## src/rtl/dpram_pkg.sv

```systemverilog
// Shared types and helpers for the dual-port buffer bank.
// Latency: n/a (package only).
// Backpressure: n/a (package only).
// Contents: FSM state type, default widths, byte-lane merge helper.
package dpram_pkg;

  typedef enum logic {
    CLEAR = 1'b0,
    RUN   = 1'b1
  } state_t;

  localparam int DATA_W_DEF = 32;
  localparam int ADDR_W_DEF = 5;

  // The merge helper works on a fixed wide word so one function serves every
  // DATA_W; callers zero-extend their operands and take the low DATA_W bits.
  localparam int MERGE_W    = 1024;
  localparam int MERGE_BE_W = MERGE_W / 8;

  // Byte i of the result comes from new_w when be[i] is set, else from old_w.
  function automatic logic [MERGE_W-1:0] byte_merge(
    input logic [MERGE_W-1:0]    old_w,
    input logic [MERGE_W-1:0]    new_w,
    input logic [MERGE_BE_W-1:0] be
  );
    logic [MERGE_W-1:0] r;
    for (int i = 0; i < MERGE_BE_W; i++) begin
      r[i*8 +: 8] = be[i] ? new_w[i*8 +: 8] : old_w[i*8 +: 8];
    end
    return r;
  endfunction

endpackage

```

## src/rtl/dpram_bank_ctrl_if.sv

```systemverilog
// Access bus of the buffer bank: one byte-enabled write port, one read port.
// Latency: n/a (bundle of wires).
// Backpressure: none on the bus itself; ready tells the master when accesses count.
// master: drives clear_req/wen/waddr/wbe/d_in/ren/raddr, sees ready/d_out/rvalid.
// slave : the bank side of the same signals.
interface dpram_bank_ctrl_if #(
  parameter int DATA_W = 32,
  parameter int ADDR_W = 5
);
  localparam int BE_W = DATA_W / 8;

  logic              clear_req;
  logic              ready;
  logic              wen;
  logic [ADDR_W-1:0] waddr;
  logic [BE_W-1:0]   wbe;
  logic [DATA_W-1:0] d_in;
  logic              ren;
  logic [ADDR_W-1:0] raddr;
  logic [DATA_W-1:0] d_out;
  logic              rvalid;

  modport master (
    output clear_req, wen, waddr, wbe, d_in, ren, raddr,
    input  ready, d_out, rvalid
  );

  modport slave (
    input  clear_req, wen, waddr, wbe, d_in, ren, raddr,
    output ready, d_out, rvalid
  );
endinterface

```

## src/rtl/dpram_bank_array.sv

```systemverilog
// Plain storage array: byte-enabled synchronous write, registered read.
// Latency: rdata updates one edge after re; a same-edge write is not visible (read-old).
// Backpressure: none; caller guarantees in-range indices.
// Ports: clk, we/waddr/wbe/wdata write side, re/raddr/rdata read side.
module dpram_bank_array
  import dpram_pkg::*;
#(
  parameter int DATA_W = DATA_W_DEF,
  parameter int DEPTH  = 32,
  parameter int IDX_W  = (DEPTH > 1) ? $clog2(DEPTH) : 1
) (
  input  logic              clk,
  input  logic              we,
  input  logic [IDX_W-1:0]  waddr,
  input  logic [DATA_W/8-1:0] wbe,
  input  logic [DATA_W-1:0] wdata,
  input  logic              re,
  input  logic [IDX_W-1:0]  raddr,
  output logic [DATA_W-1:0] rdata
);

  logic [DATA_W-1:0] mem [DEPTH];

  always_ff @(posedge clk) begin
    if (we) begin
      mem[waddr] <= DATA_W'(byte_merge(MERGE_W'(mem[waddr]), MERGE_W'(wdata),
                                       MERGE_BE_W'(wbe)));
    end
    if (re) begin
      rdata <= mem[raddr];
    end
  end

endmodule

```

## src/rtl/dpram_bank_ctrl.sv

```systemverilog
// Generic on-chip buffer bank: clear engine, range checks, write-first bypass.
// Latency: read data 1 cycle after ren (2 with DPRAM_BANK_READ_PIPE_EN); clear takes DEPTH cycles.
// Backpressure: none; accesses while ready=0 or alongside clear_req are dropped.
// Ports: clk, rst (async, active high), bus (slave modport of dpram_bank_ctrl_if).
// Option macro: DPRAM_BANK_READ_PIPE_EN adds an output register stage.
module dpram_bank_ctrl
  import dpram_pkg::*;
#(
  parameter int DATA_W = DATA_W_DEF,
  parameter int ADDR_W = ADDR_W_DEF,
  parameter int DEPTH  = 32
) (
  input logic              clk,
  input logic              rst,
  dpram_bank_ctrl_if.slave bus
);

  localparam int BE_W  = DATA_W / 8;
  localparam int IDX_W = (DEPTH > 1) ? $clog2(DEPTH) : 1;
  // One extra bit so DEPTH == 2**ADDR_W is representable.
  localparam logic [ADDR_W:0]   LIMIT = (ADDR_W+1)'(DEPTH);
  localparam logic [ADDR_W-1:0] LAST  = ADDR_W'(DEPTH - 1);

  state_t            state;
  logic [ADDR_W-1:0] clr_cnt;
  logic              ready_q;

  // clear_req wins over any access issued in the same cycle.
  logic accept, wr_ok, rd_acc, rd_in, collide;
  assign accept  = ready_q & ~bus.clear_req;
  assign wr_ok   = bus.wen & accept & ({1'b0, bus.waddr} < LIMIT);
  assign rd_acc  = bus.ren & accept;
  assign rd_in   = rd_acc & ({1'b0, bus.raddr} < LIMIT);
  assign collide = rd_in & wr_ok & (bus.raddr == bus.waddr);

  always_ff @(posedge clk or posedge rst) begin
    if (rst) begin
      state   <= CLEAR;
      clr_cnt <= '0;
      ready_q <= 1'b0;
    end else begin
      case (state)
        CLEAR: begin
          if (clr_cnt == LAST) begin
            state   <= RUN;
            ready_q <= 1'b1;
            clr_cnt <= '0;
          end else begin
            clr_cnt <= clr_cnt + 1'b1;
          end
        end
        RUN: begin
          if (bus.clear_req) begin
            state   <= CLEAR;
            ready_q <= 1'b0;
            clr_cnt <= '0;
          end
        end
        default: begin
          state   <= CLEAR;
          ready_q <= 1'b0;
          clr_cnt <= '0;
        end
      endcase
    end
  end

  // Clear engine owns the write port while in CLEAR.
  logic              arr_we;
  logic [IDX_W-1:0]  arr_waddr;
  logic [BE_W-1:0]   arr_wbe;
  logic [DATA_W-1:0] arr_wdata;
  logic [DATA_W-1:0] arr_rdata;

  always_comb begin
    arr_we    = 1'b0;
    arr_waddr = clr_cnt[IDX_W-1:0];
    arr_wbe   = '1;
    arr_wdata = '0;
    if (state == CLEAR) begin
      arr_we = 1'b1;
    end else if (wr_ok) begin
      arr_we    = 1'b1;
      arr_waddr = bus.waddr[IDX_W-1:0];
      arr_wbe   = bus.wbe;
      arr_wdata = bus.d_in;
    end
  end

  dpram_bank_array #(
    .DATA_W (DATA_W),
    .DEPTH  (DEPTH),
    .IDX_W  (IDX_W)
  ) u_array (
    .clk   (clk),
    .we    (arr_we),
    .waddr (arr_waddr),
    .wbe   (arr_wbe),
    .wdata (arr_wdata),
    .re    (rd_in),
    .raddr (bus.raddr[IDX_W-1:0]),
    .rdata (arr_rdata)
  );

  // Side information registered alongside the array read. The array returns
  // the pre-write word, so a colliding write's lanes are patched in here.
  // out_zero covers reset and out-of-range reads without resetting the array.
  logic              rvalid_s1;
  logic              out_zero;
  logic [BE_W-1:0]   byp_be;
  logic [DATA_W-1:0] byp_dat;
  logic [DATA_W-1:0] rd_dat_s1;

  always_ff @(posedge clk or posedge rst) begin
    if (rst) begin
      rvalid_s1 <= 1'b0;
      out_zero  <= 1'b1;
      byp_be    <= '0;
      byp_dat   <= '0;
    end else begin
      rvalid_s1 <= rd_acc;
      if (rd_acc) begin
        out_zero <= ~rd_in;
        byp_be   <= collide ? bus.wbe : '0;
        byp_dat  <= bus.d_in;
      end
    end
  end

  assign rd_dat_s1 = out_zero ? '0 :
                     DATA_W'(byte_merge(MERGE_W'(arr_rdata), MERGE_W'(byp_dat),
                                        MERGE_BE_W'(byp_be)));

  assign bus.ready = ready_q;

`ifdef DPRAM_BANK_READ_PIPE_EN
  // Output stage; a read still in flight when a clear starts is discarded.
  logic              flush;
  logic              pipe_vld;
  logic [DATA_W-1:0] pipe_dat;

  assign flush = (state == CLEAR) | bus.clear_req;

  always_ff @(posedge clk or posedge rst) begin
    if (rst) begin
      pipe_vld <= 1'b0;
      pipe_dat <= '0;
    end else begin
      pipe_vld <= rvalid_s1 & ~flush;
      if (rvalid_s1 & ~flush) begin
        pipe_dat <= rd_dat_s1;
      end
    end
  end

  assign bus.rvalid = pipe_vld;
  assign bus.d_out  = pipe_dat;
`else
  assign bus.rvalid = rvalid_s1;
  assign bus.d_out  = rd_dat_s1;
`endif

endmodule
```

## src/flat_wrapper.sv

```systemverilog
// flat-port wrapper written by rule: the top's interface ports become plain ports
module dpram_bank_ctrl_flat import dpram_pkg::*;
#(
  parameter int DATA_W = DATA_W_DEF,
  parameter int ADDR_W = ADDR_W_DEF,
  parameter int DEPTH  = 32
)
  (clk, rst, bus_clear_req, bus_wen, bus_waddr, bus_wbe, bus_d_in, bus_ren, bus_raddr, bus_ready, bus_d_out, bus_rvalid);
  dpram_bank_ctrl_if #(.DATA_W(DATA_W), .ADDR_W(ADDR_W)) bus_i ();
  input logic clk;
  input logic rst;
  input wire logic [$bits(bus_i.clear_req)-1:0] bus_clear_req;
  input wire logic [$bits(bus_i.wen)-1:0] bus_wen;
  input wire logic [$bits(bus_i.waddr)-1:0] bus_waddr;
  input wire logic [$bits(bus_i.wbe)-1:0] bus_wbe;
  input wire logic [$bits(bus_i.d_in)-1:0] bus_d_in;
  input wire logic [$bits(bus_i.ren)-1:0] bus_ren;
  input wire logic [$bits(bus_i.raddr)-1:0] bus_raddr;
  output wire logic [$bits(bus_i.ready)-1:0] bus_ready;
  output wire logic [$bits(bus_i.d_out)-1:0] bus_d_out;
  output wire logic [$bits(bus_i.rvalid)-1:0] bus_rvalid;
  assign bus_i.clear_req = bus_clear_req;
  assign bus_i.wen = bus_wen;
  assign bus_i.waddr = bus_waddr;
  assign bus_i.wbe = bus_wbe;
  assign bus_i.d_in = bus_d_in;
  assign bus_i.ren = bus_ren;
  assign bus_i.raddr = bus_raddr;
  assign bus_ready = bus_i.ready;
  assign bus_d_out = bus_i.d_out;
  assign bus_rvalid = bus_i.rvalid;
  dpram_bank_ctrl #(.DATA_W(DATA_W), .ADDR_W(ADDR_W), .DEPTH(DEPTH)) u_core (.clk(clk), .rst(rst), .bus(bus_i));
endmodule
```

## config.mk

```make
export PLATFORM = sky130hd
export DESIGN_NAME = dpram_bank_ctrl_flat
export DESIGN_NICKNAME = d
export VERILOG_FILES = /design/src/rtl/dpram_pkg.sv /design/src/rtl/dpram_bank_ctrl_if.sv /design/src/rtl/dpram_bank_array.sv /design/src/rtl/dpram_bank_ctrl.sv /design/src/flat_wrapper.sv
export SDC_FILE = /design/constraint.sdc
export NUM_CORES = 1
export LEC_CHECK = 0
export CORE_MARGIN = 2
export CORE_UTILIZATION = 55
export DETAILED_ROUTE_END_ITERATION = 6
export PLACE_DENSITY = 0.72
export SYNTH_ARGS = -nofsm -noshare
export SYNTH_HDL_FRONTEND = slang
export SYNTH_HIERARCHICAL = 1
export SYNTH_SLANG_ARGS = --single-unit
```

## constraint.sdc

```tcl
create_clock -name clk -period 4.9 [get_ports clk]
set_input_delay 0.98 -clock clk [delete_from_list [all_inputs] [get_ports clk]]
set_output_delay 0.98 -clock clk [all_outputs]
set_load 0.01 [all_outputs]
```

Yosys cells after proc, flatten, opt, wreduce, memory -nomap -nowiden. Memories as Yosys holds them, arrays and structs flattened. A register that Yosys moved wholly into a read port is not among the register bits. Index checks and enable logic that the tools add are counted.

Word-level logic and storage cells: 59. Input port bits: 51. Bits in registers: 45. Latch bits: 0. Memories kept: 1. ROM bits: 0. Memory bits (writable): 1024.

Memory list: u_core.u_array.mem (words 32, width 32, rd ports 1, clocked after memory_dff 1, write ports 1, RTL line dpram_bank_array.sv:22) `logic [DATA_W-1:0] mem [DEPTH];`.

Reduce and logical (&&, ||, !) cells: 5. Div/mod/pow operators: 0. Shift-type cells: 0. Bitwise gates (word level): 8. Order comparisons: 0. Mux-type cells: 29. Equality and inequality tests: 8. Add/sub/neg operators: 1. Multipliers: 0.

Operators by type and width (count): 32-bit two-way mux (3); 8-bit two-way mux (8); 5-bit two-way mux (4); 4-bit two-way mux (3); 5-bit case mux with 2 select lines (1); 2-bit AND reduction (5); 1-bit two-way mux (8); 5-bit by 1-bit adder with 5-bit output, second input constant (1); 1-bit bitwise AND (5); 5-bit equality test (1); 5-bit equality test, second input constant (1); 1-bit != test, second input constant (4); 1-bit case mux with 2 select lines (2); 1-bit NOT (3); 2-bit by 1-bit != test with 1-bit output, second input constant (1); 2-bit != test, second input constant (1).

Depth between registers and ports, before layout.
Depth in word-level cells: 8. Depth in mapped cells: 9. Gate-level depth less buffers: 7.

Modules after synthesis. The synthesis kept the hierarchy.

Modules (own cells, without submodules): dpram_bank_array (area an instance 41347.2 um^2, seq. area each 31710.4 um^2, cells each 2406, instances 1); dpram_bank_ctrl (area an instance 2620.0 um^2, seq. area each 1127.3 um^2, cells each 252, instances 1).

Least setup slack after synthesis. Ideal clock, no wire load.

Path kind: input-to-reg. Start point: input bus_clear_req. End point: memory u_core.u_array.mem[4][0], enable pin. Stages on the path: 8. Data arrival time: 2.779 ns. Path buffers: 2. Data required time: 4.530 ns. Path slack: 1.751 ns. Cell sequence: and3b_1 buf_6 and2_4 buf_6 mux2_4 nor3b_1 nand2_1 nor2_1.

RTL lines: start: declaration (RTL line flat_wrapper.sv:12) `input wire logic [$bits(bus_i.clear_req)-1:0] bus_clear_req;`; 1-bit NOT (RTL line dpram_bank_ctrl.sv:30) `assign accept = ready_q & ~bus.clear_req;`; 1-bit bitwise AND (RTL line dpram_bank_ctrl.sv:30); 1-bit bitwise AND (RTL line dpram_bank_ctrl.sv:31) `assign wr_ok = bus.wen & accept & ({1'b0, bus.waddr} < LIMIT);`; 5-bit two-way mux (RTL line dpram_bank_ctrl.sv:82) `end else if (wr_ok) begin`; 5-bit two-way mux (RTL line dpram_bank_ctrl.sv:80) `if (state == CLEAR) begin`; named net u_core.arr_waddr[4] (RTL line dpram_bank_ctrl.sv:70) `logic [IDX_W-1:0] arr_waddr;`; end: declaration (RTL line dpram_bank_array.sv:22).

The timed path passes the listed nets, and every way through them passes these cells.

Worst setup path in the final report.
Start point: input bus_clear_req. End point: memory u_core.u_array.mem[17][22], enable pin.

The elaborated chain is that of the path after synthesis.

==> run_results.csv <==
group,metric,value,unit
timing,setup_tns,0,ns
yosys,synth_top_family_by_area,"multiplexers",
final_layout,fin_cells,3937,
worst_setup_path,critPathLaunch,"bus_clear_req",
floorplan,start_util,0.5565,
worst_setup_path,path_depth,7,
place,portBuffers,84,
cts,clk_latency,0.66,ns
cts,clock_path_buffers,3,
final_layout,layout_common_cells,"edfxtp_1 (1056), mux2i_1 (544), nor2_1 (163)",
power_and_ir_drop,p_per_area,448.7,nW/um^2
timing,finalSetupViolations,0,
worst_hold_path,worstHoldPathCells,1,
final_layout,antenna_cells,0,
detailed_routing,wl_per_cell,27.81,um
place,placed_cells,3741,
power_and_ir_drop,internal_power,16.96,mW
timing,period_share,0.7944,
worst_hold_path,hp-class,"reg -> reg",
global_routing,grt_pass1_vias,24325,
worst_setup_path,critPathKind,"in -> reg",
timing,min_period,3.892,ns
yosys,syn-num-nets,2711,
yosys,avgSynthCellArea,16.54,sq um
power_and_ir_drop,switching_power,5.401,mW
yosys,synth_mux_area_frac,0.1340,
floorplan,die_y,286.7,um
worst_setup_path,reg2reg_from,"u_core/bus.ready",
worst_setup_path,path_cells,"clkdlybuf4s50_1, and3b_2, and2_4, mux2_4, nor2b_1, nand2_1, nor2_1",
cts,cts_buffers,106,
worst_setup_path,crit_fanout,9,
worst_setup_path,arrival,4.18,ns
timing,fin_skew,0.02331,ns
detailed_routing,drtPass1Iterations,7,
cts,cts_tree,"done",
power_and_ir_drop,vdd_drop_max,0.0003053,V
cts,cts.clk_slew.worst_paths,0.06,ns
worst_setup_path,cp.required,5.18,ns
global_routing,grt_max_degree,129,
detailed_routing,drcViolationCount,4,
yosys,ys_ff_latch,1101,
floorplan,die_area,82220,sq um
yosys,synth_warnings,6,
place,dp_hpwl,65750,um
outcome,violations,"DRC",
job,cap_viol_max_count,0,
worst_hold_path,holdCritStartpoint,"u_core/byp_dat[2]",
timing,slew_violations,0,
power_and_ir_drop,p_clk_frac,0.374,
global_routing,grt_use_total,0.2675,
final_layout,mostFrequentLayoutCell,"edfxtp_1",
final_layout,nets,2852,
yosys,synth_compound_area_frac,0.04653,
detailed_routing,via_per_inst,6.192,
worst_setup_path,start_kind,"input pin",
yosys,synthArstFlopShare,0.04087,
global_routing,grt_antenna_before_repair,4,
timing,hold_viol_final,0,
power_and_ir_drop,p_comb_frac,0.108,
detailed_routing,drt_iter0_drc,2889,
floorplan,core,79000,sq um
final_layout,multi_input_area,10220,sq um
timing,rsz0062_at_grt,"false",
detailed_routing,wl,109500,um
cts,cts_resized,0,
yosys,synth_area,43970,sq um
timing,fmax,256.9,MHz
cts,postCtsSetupRepairBufs,0,
power_and_ir_drop,p_seq_frac,0.517,
yosys,synth_adder_area_share,0.0005692,
cts,cts_num_sinks,1101,
detailed_routing,ant_nets,0,
worst_setup_path,crit_slowest_cell,"nor2_1",
global_routing,grt_overflow,0,
global_routing,grt_pass1_wl,160900,um
place,gp_congestion,0.8784,
final_layout,drive_above_1_share,0.1150,
final_layout,nFillCells,5430,
timing,relSlewSlack,0.3189,
yosys,synthSimpleGateAreaFrac,0.04969,
yosys,yosysSeqAreaShare,0.7469,
yosys,synthFlopType,"edfxtp_1",
cts,hold_buffers,0,
final_layout,seqCellArea,32840,sq um
yosys,synth_edf_count,1056,
detailed_routing,vias,24377,
floorplan,ioPinCount,85,
yosys,synth_cell_types,38,
final_layout,area_growth,13.33,%
worst_setup_path,crit_buf_inv,1,
worst_setup_path,slowest_delay,0.71,ns
outcome,outcome,"complete, but fails checks",
floorplan,die_x,286.7,um
cts,cts-htree-levels,3,
yosys,synth-xor-area-share,0.0009960,
cts,cts_root_buffer,"clkbuf_16",
worst_setup_path,cp_top_family,"simple AND/OR/NAND/NOR gates",
power_and_ir_drop,p_sw_frac,0.2416,
power_and_ir_drop,leakagePower,18.93,nW
worst_setup_path,r2r_cells,6,
floorplan,rows,103,
worst_setup_path,crit_path_end_kind,"flop",
yosys,synthCells,2658,
timing,worst_pin_slew,1.022,ns
-- final timing paths --
| check | to | slack (ns) |
|---|---|---|
| max reg2reg | u_core/u_array/mem[17][22] | 1.50 |
| max in group asynchronous | u_core/state | 3.20 |
| min in group asynchronous | u_core/byp_be[0] | 0.68 |
| min reg2reg | u_core/byp_dat[2] | 0.50 |
| min | u_core/byp_dat[2] | 0.50 |
| max | u_core/u_array/mem[17][22] | 1.01 |
-- synth_stat cells (17+ instances only) --
library cell | instances | area [sq um]
a31oi_1 | 32 | 200.2
buf_1 | 17 | 63.81
nor2_1 | 164 | 615.6
clkbuf_1 | 62 | 232.7
mux2_2 | 33 | 371.6
dfrtp_1 | 44 | 1101
buf_2 | 30 | 150.1
and3_1 | 34 | 212.7
a22oi_1 | 96 | 720.7
buf_4 | 34 | 255.2
nand3_1 | 98 | 490.5
a22o_1 | 64 | 560.5
nor3_1 | 34 | 170.2
mux2i_1 | 544 | 5445
edfxtp_1 | 1056 | 31710
nand2_1 | 146 | 548.0
a21oi_1 | 100 | 500.5
buf_6 | 17 | 191.4
-- layer usage --
| layer | wire length, um | track usage | up-vias |
|---|---|---|---|
| met2 | 49380 | 0.4051 | 1396 |
| met4 | 4360 | 0.1089 | 6 |
| li1 | - | - | 10591 |
| met3 | 11290 | 0.05700 | 218 |
| met1 | 44400 | 0.3819 | 12166 |
| met5 | 36 | 0 | - |
-- logic make-up after synthesis --
group | Yosys count
mux | 582
flops | 1101
simple gates | 497
fa+ha+maj | 2
compound gates | 301
xor+xnor | 5
buf+inv | 170
-- sequential cells by signal, indices dropped and copies added, names as in the netlist --
register and count:
u_core/byp_be 4, u_core/state 1, u_core/out_zero 1, u_core/u_array/mem 1024, u_core/byp_dat 32, u_core/bus.rvalid 1
u_core/u_array/rdata 32, u_core/clr_cnt 5, u_core/bus.ready 1
-- power groups by stage --
stage | Clock [mW] | Combinational, mW | Sequential (mW)
6_report | 8.37 | 2.42 | 11.6
5_1_grt | 8.83 | 2.58 | 11.6
3_5_place_dp | 0 | 2.37 | 11.8
4_1_cts | 8.45 | 2.39 | 11.6
3_3_place_gp | 0 | 2.28 | 11.7
2_1_floorplan | 0 | 1.57 | 11.6
-- area by class of cell --
| type | count | area share |
|---|---|---|
| timing repair buffer | 195 | 0.03646 |
| clock inverter | 57 | 0.01273 |
| sequential | 1101 | 0.6591 |
| tap | 1050 | 0.02637 |
| clock buffer | 139 | 0.05966 |
| multi-input combinational | 1387 | 0.2051 |
| inverter | 8 | 0.0006027 |
-- metrics by stage --
| step | total power [mW] | area [sq um] | hold slack (ns) | setup WS, ns | utilization |
|---|---|---|---|---|---|
| after floorplan | 13.18 | 43970 | 0.4791 | 1.751 | - |
| after global placement | 14.00 | 46220 | 0.4877 | 0.6593 | 0.5851 |
| after detailed placement | 14.12 | 46220 | 0.4936 | 0.4664 | 0.5851 |
| after CTS | 22.40 | 49830 | 0.5078 | 1.149 | 0.6307 |
| after global routing | 23.04 | 49830 | 0.5226 | 0.9787 | 0.6307 |
| final | 22.36 | 49830 | 0.5048 | 1.008 | 0.6307 |
Power figures use the tool's default switching activity.
